<file path="src/rtl/park_pkg.sv">
// Shared definitions for the parking gate controller: FSM state encoding,
// default gate timeout and car-count width.
package park_pkg;

  localparam int unsigned GateTimeoutDefault = 16;
  localparam int unsigned CarCntW            = 2;

  typedef logic [1:0] state_t;

  localparam state_t StIdle      = 2'd0;
  localparam state_t StEntryOpen = 2'd1;
  localparam state_t StExitOpen  = 2'd2;

  function automatic logic state_is_open(input state_t s);
    return (s == StEntryOpen) || (s == StExitOpen);
  endfunction

endpackage

</file>
<file path="src/rtl/park_gate_timer.sv">
// Open-gate timeout counter: 8-bit up-counter with synchronous clear/enable;
// expired_o flags the last allowed open cycle.
module park_gate_timer
  import park_pkg::*;
#(
  parameter int unsigned Limit = GateTimeoutDefault
) (
  input  logic clk_i,
  input  logic rst_i,
  input  logic clear_i,
  input  logic enable_i,
  output logic expired_o
);

  localparam logic [7:0] LastCnt = 8'(Limit - 1);

  logic [7:0] cnt_q, cnt_d;

  always_comb begin
    cnt_d = cnt_q;
    if (clear_i) begin
      cnt_d = 8'd0;
    end else if (enable_i) begin
      cnt_d = cnt_q + 8'd1;
    end
  end

  always_ff @(posedge clk_i) begin
    if (rst_i) begin
      cnt_q <= 8'd0;
    end else begin
      cnt_q <= cnt_d;
    end
  end

  // Combinational so the FSM leaves the open state after exactly Limit cycles.
  assign expired_o = enable_i && (cnt_q == LastCnt);

endmodule

</file>
<file path="src/rtl/parking_gate_ctrl.sv">
// Parking gate controller: sticky entry/exit requests, round-robin arbitration,
// one gate open at a time. Define PARK_GATE_TIMEOUT_EN to auto-close idle gates.
module parking_gate_ctrl
  import park_pkg::*;
#(
  parameter int unsigned GATE_TIMEOUT = GateTimeoutDefault
) (
  input  logic clk,
  input  logic reset,
  input  logic entry_req,
  input  logic exit_req,
  input  logic car_passed,
  input  logic is_full,
  input  logic is_empty,
  output logic count_up,
  output logic count_down,
  output logic gate_in_open,
  output logic gate_out_open,
  output logic denied,
  output logic busy
);

  if (GATE_TIMEOUT < 2 || GATE_TIMEOUT > 255) begin : g_bad_timeout
    $error("GATE_TIMEOUT out of range 2..255");
  end

  state_t state_q, state_d;
  logic   entry_pend_q, entry_pend_d;
  logic   exit_pend_q, exit_pend_d;
  logic   rr_entry_q, rr_entry_d;
  logic   count_up_q, count_up_d;
  logic   count_down_q, count_down_d;
  logic   denied_q, denied_d;
  logic   entry_clr, exit_clr;
  logic   pick_entry, pick_exit;
  logic   timeout;

`ifdef PARK_GATE_TIMEOUT_EN
  park_gate_timer #(
    .Limit(GATE_TIMEOUT)
  ) u_timer (
    .clk_i    (clk),
    .rst_i    (reset),
    .clear_i  (!state_is_open(state_q)),
    .enable_i (state_is_open(state_q)),
    .expired_o(timeout)
  );
`else
  assign timeout = 1'b0;
`endif

  always_comb begin
    state_d      = state_q;
    rr_entry_d   = rr_entry_q;
    count_up_d   = 1'b0;
    count_down_d = 1'b0;
    denied_d     = 1'b0;
    entry_clr    = 1'b0;
    exit_clr     = 1'b0;
    pick_entry   = 1'b0;
    pick_exit    = 1'b0;

    unique case (state_q)
      StIdle: begin
        // rr_entry_q set means entry wins a tie.
        pick_entry = entry_pend_q && (!exit_pend_q || rr_entry_q);
        pick_exit  = exit_pend_q && !pick_entry;
        if (pick_entry) begin
          entry_clr = 1'b1;
          if (is_full) begin
            denied_d = 1'b1;
          end else begin
            state_d    = StEntryOpen;
            rr_entry_d = 1'b0;
          end
        end else if (pick_exit) begin
          exit_clr = 1'b1;
          if (is_empty) begin
            denied_d = 1'b1;
          end else begin
            state_d    = StExitOpen;
            rr_entry_d = 1'b1;
          end
        end
      end
      StEntryOpen: begin
        if (car_passed) begin
          state_d    = StIdle;
          count_up_d = 1'b1;
        end else if (timeout) begin
          state_d = StIdle;
        end
      end
      StExitOpen: begin
        if (car_passed) begin
          state_d      = StIdle;
          count_down_d = 1'b1;
        end else if (timeout) begin
          state_d = StIdle;
        end
      end
      default: state_d = StIdle;
    endcase

    // A request seen on the clearing cycle is a new one and stays pending.
    entry_pend_d = (entry_pend_q && !entry_clr) || entry_req;
    exit_pend_d  = (exit_pend_q && !exit_clr) || exit_req;
  end

  always_ff @(posedge clk) begin
    if (reset) begin
      state_q      <= StIdle;
      entry_pend_q <= 1'b0;
      exit_pend_q  <= 1'b0;
      rr_entry_q   <= 1'b1;
      count_up_q   <= 1'b0;
      count_down_q <= 1'b0;
      denied_q     <= 1'b0;
    end else begin
      state_q      <= state_d;
      entry_pend_q <= entry_pend_d;
      exit_pend_q  <= exit_pend_d;
      rr_entry_q   <= rr_entry_d;
      count_up_q   <= count_up_d;
      count_down_q <= count_down_d;
      denied_q     <= denied_d;
    end
  end

  assign count_up      = count_up_q;
  assign count_down    = count_down_q;
  assign denied        = denied_q;
  assign gate_in_open  = (state_q == StEntryOpen);
  assign gate_out_open = (state_q == StExitOpen);
  assign busy          = (state_q != StIdle);

endmodule

</file>
<file path="config.mk">
export PLATFORM = sky130hd
export DESIGN_NAME = parking_gate_ctrl
export DESIGN_NICKNAME = d
export VERILOG_FILES = /design/src/rtl/park_pkg.sv /design/src/rtl/park_gate_timer.sv /design/src/rtl/parking_gate_ctrl.sv
export SDC_FILE = /design/constraint.sdc
export NUM_CORES = 1
export LEC_CHECK = 0
export CORE_AREA = 3 3 40 42
export CTS_CLUSTER_DIAMETER = 200
export DETAILED_ROUTE_END_ITERATION = 10
export DIE_AREA = 0 0 43 45
export GPL_TIMING_DRIVEN = 0
export PLACE_DENSITY_LB_ADDON = 0.25
export SLEW_MARGIN = 20
export SYNTH_ARGS = -nofsm -noshare
export SYNTH_HDL_FRONTEND = slang
export SYNTH_SLANG_ARGS = --single-unit
</file>
<file path="constraint.sdc">
create_clock -name clk -period 1.1 [get_ports clk]
set_input_delay 0.275 -clock clk [delete_from_list [all_inputs] [get_ports clk]]
set_output_delay 0.275 -clock clk [all_outputs]
set_load 0.01 [all_outputs]
</file>
Yosys cells after proc, flatten, opt, wreduce, memory -nomap -nowiden
Cells that the tools add are included.
- register bits after elaboration: 8
- output and inout bits: 6
- reductions and logical operators: 20
- equal/unequal tests: 8
- bitwise operators: 3
- mux-type cells: 20
- operator list (operator ; number):
    $mux 1 ; 14
    $mux 2 ; 5
    $ne 3x3->1 const B ; 3
    $reduce_and 4->1 ; 2
    $reduce_or 2->1 ; 4
    $logic_and 1x1->1 ; 4
    $logic_not 1->1 ; 4
    $ne 2x1->1 const B ; 2
    $pmux 2 s2 ; 1
    $reduce_bool 2->1 ; 2
    $logic_or 1x1->1 ; 3
    $not 1->1 ; 3
    $eq 2x1->1 const B ; 1
    $eq 2x2->1 const B ; 1
    $logic_not 2->1 ; 1
    $ne 2x2->1 const B ; 1

Logic depth before layout (Yosys ltp)
- word-level depth: 11
- depth in mapped cells: 6
- mapped depth without buffers: 6

Worst setup path before layout
No wires, ideal clock.
- path type: flip-flop to flip-flop
- start point: register state_q[1]
- end point: register state_q[1]
- required time: 0.985 ns
- period minus slack after synthesis: 1.207 ns
- cell stages (with the launch flop): 6
- setup slack: -0.107 ns
- data arrival time: 1.091 ns
- cells stage by stage: dfxtp_1 inv_1 ha_1 and2b_2 o21ai_2 a21oi_2
- longest elaborated chain between the ends: 4
- elaborated cells between the ends (all ways): 10
- RTL lines (item ; RTL line ; source):
    start: declaration ; parking_gate_ctrl.sv:27 ; state_t state_q, state_d;
    start signal: assignment ; parking_gate_ctrl.sv:112 ; state_q <= StIdle;
    start signal: assignment ; parking_gate_ctrl.sv:120 ; state_q <= state_d;
    $eq 2x1->1 or $eq 2x2->1 (tied branches) ; parking_gate_ctrl.sv:63 ; unique case (state_q)
    $reduce_or 2->1 (no line) ; - ;
    $ne 2x1->1 (no line) ; - ;
    $reduce_and 4->1 (no line) ; - ;
Parallel ways exist; a longest one is shown, timed or not.
A chain may end at the register's enable or synchronous reset.

Final worst setup path
- start point: register state_q[1]
- end point: output port busy
- longest elaborated chain between the ends: 1
- RTL lines (item ; RTL line ; source):
    $reduce_bool 2->1 ; parking_gate_ctrl.sv:135 ; assign busy = (state_q != StIdle);
    end: declaration ; parking_gate_ctrl.sv:20 ; output logic busy
Every way passes these cells.

==> impl_metrics.ini <==
[yosys]
syn_nets = 54
synth-compound-area-share = 0.1835
yosysSeqAreaShare = 0.4051
syn_area_per_cell_um2 = 8.986
yosysWarnings = 0
synthAdderAreaFrac = 0.09494
synthCells = 44
syn-cell-area_um2 = 395.4
synth_top_family_by_area = simple AND/OR/NAND/NOR gates
ys_seq_elements = 8
synth_xor_area_frac = 0
synth_simple_gate_area_frac = 0.2690
synth_mux_area_frac = 0
synth_cell_types = 18

[clock_network]
cts_max_level = 1
clock_latency_ns = 0.25
root_buffer = clkbuf_4
clk_pin_slew_ns = 0.05
cts_buffers = 3
cts_tree = yes
numClockSinks = 8
hold_buffers = 0
cts.path.max_buffers = 2

[floorplan]
dieHeight_um = 45
die_w_um = 43
core_area_um2 = 1285
io_pins = 13
rows = 13
start_util = 0.3077
die_area_um2 = 1935

[setup_path]
path_max_fanout = 4
critical_path_class = flop to primary output
cp_num_buf_inv = 3
slowest_stage = dfxtp_4
crit_chain = inv_4 > ha_4 > inv_4 > buf_6
arrival_ns = 0.98
cp.required_ns = 0.82
crit_top_cell = inv_4
crit_family = flip-flops
critPathMaxStageDelay_ns = 0.36
startpoint_type = flop
worst_setup_path_end_kind = primary output

[power_and_ir_drop]
combPwrFrac = 0.277
power.switching_mw = 0.1985
switching_share = 0.2644
p_clk_frac = 0.295
power.density_nw_per_um2 = 1117
p_int_mw = 0.5521
power.leakage_nw = 0.3157
seqPwrFrac = 0.428
irDropWorstVdd_v = 0.0005732

[global_routing]
grt_max_degree = 9
grt_util_all_layers = 0.1011
grt_pass1_wl_um = 1393
grt_overflow = 0
antenna_found_initial = 0
grt_pass1_vias = 338

[flow_run]
max_cap_viol_count = 0

[route]
drc = 0
num_vias = 370
drtPass1Iterations = 2
viasPerCell = 4.625
drt_iter0_markers = 1
wl_per_cell_um = 11.04
ant_nets = 0
wirelength_um = 883

[cells_and_area]
utilization = 0.5229
diodes = 0
final_nets = 77
final-instance-count-excl-fill = 80
drive_above_1_share = 0.4615
area_growth_pct = 69.94

[sta]
finalCriticalPeriod_ns = 1.258
fmax_mhz = 795.1
worst_pin_slew_ns = 0.3016
hold_violations = 0
grt_setup_unrepaired = true
relSlewSlack = 0.7983
final.setup.worst_slack_ns = -0.1576
skew_ns = 0.001781
tns_ns = -0.7160
drv_slew = 0
setup_violations = 7
period_share = 1.143

[placed_design]
gp_congestion = 0.7447
portBuffers = 12
dpl_worst_slack_ns = -0.4130
hpwl_um = 617.7
post-place-cells = 71

[hold_path]
hold_class = flop to flop

[outcome]
violations = setup timing
status = finished, violations left
cells in the mapped netlist:
master    number  area (um2)
dfxtp_1        8       160.2
inv_1          5       18.77
nand2_1        4       15.01
nor2_1         4       15.01
a21oi_1        3       15.01
a31oi_1        3       18.77
ha_1           3       37.54
a21oi_2        2       17.52
and3b_1        2       17.52
nand2b_1       2       12.51
a21o_1         1       7.510
and2b_1        1       7.510
and2b_2        1       8.760
and4_4         1       11.26
nand2b_4       1       13.76
nor3_1         1       5.000
o21ai_0        1       5.000
o21ai_2        1       8.760
layer usage:
layer,share of wire,vias to the layer above,wire length (um),global-route usage
met3,0.10,0,89,0.06773
met4,0,0,0,0.03614
met1,0.41,163,364,0.1046
met5,0,-,0,0
li1,-,194,-,-
met2,0.48,13,428,0.1647
cell usage in the layout (no fill, tap or decap), drive strengths merged:
master / instances
buf: 9
dfxtp: 8
clkdlybuf4s50: 6
inv: 5
a21oi: 5
nand2: 4
nor2: 4
clkbuf: 4
nand2b: 3
a31oi: 3
ha: 3
and3b: 2
clkdlybuf4s15: 2
and2b: 2
o21ai: 2
a21o: 1
and4: 1
nor3: 1
cells by family after synthesis:
kind of cell | after synthesis
simple gates | 17
buf+inv | 5
fa+ha+maj | 3
flops | 8
compound gates | 11
tightest hold or removal path: stages, from the launching register on:
cell and delay, ns:
dfxtp_1 0.32, inv_1 0.07, o21ai_1 0.07
worst paths after layout:
path / startpoint / endpoint / slack, ns / cells past startpoint
worst max register to register: state_q[1]$_SDFFE_PP0P_ / exit_pend_q$_SDFF_PP0_ / -0.11 / 7
worst min register to register: rr_entry_q$_SDFFE_PP1P_ / rr_entry_q$_SDFFE_PP1P_ / 0.51 / 2
worst min-delay path: rr_entry_q$_SDFFE_PP1P_ / rr_entry_q$_SDFFE_PP1P_ / 0.51 / 2
worst max-delay path: state_q[1]$_SDFFE_PP0P_ / busy / -0.16 / 4
timing repair:
action / 4_1_cts / 5_1_grt
buffers inserted: 2 / 4
pin swaps: 4 / 4
endpoints found under the hold margin: 0 / 0
endpoints found under the setup margin: 10 / 11
resized for setup: 30 / 8
power by group through the flow:
| stage | logic, mW | registers [mW] | clock network (mW) |
|---|---|---|---|
| global route | 0.229 | 0.323 | 0.252 |
| global placement | 0.147 | 0.326 | 0 |
| CTS | 0.171 | 0.319 | 0.237 |
| floorplan | 0.0838 | 0.326 | 0 |
| finish | 0.208 | 0.321 | 0.221 |
| detailed placement | 0.150 | 0.327 | 0 |
state kept, by name, summed over array words and instances (netlist names):
signal        flops
count_down        1
rr_entry_q        1
count_up          1
entry_pend_q      1
state_q           2
denied            1
exit_pend_q       1
area by class of cell:
class,count,area [um2]
multi-input cells,31,269.0
clock buffers,3,22.52
fillers,124,613.1
well taps,15,18.77
flip-flops and latches,8,167.7
inverters,5,26.28
repair buffers,18,167.7
stage by stage:
| step | power, mW | instance area (um2) | hold slack [ns] |
|---|---|---|---|
| finish | 0.7506 | 671.9 | 0.5068 |
| CTS | 0.7274 | 619.3 | 0.5269 |
| global placement | 0.4732 | 549.3 | 0.4785 |
| floorplan | 0.4098 | 410.4 | 0.3301 |
| detailed placement | 0.4767 | 549.3 | 0.4928 |
| global route | 0.8036 | 671.9 | 0.5427 |
Power figures use the tool's default switching activity.
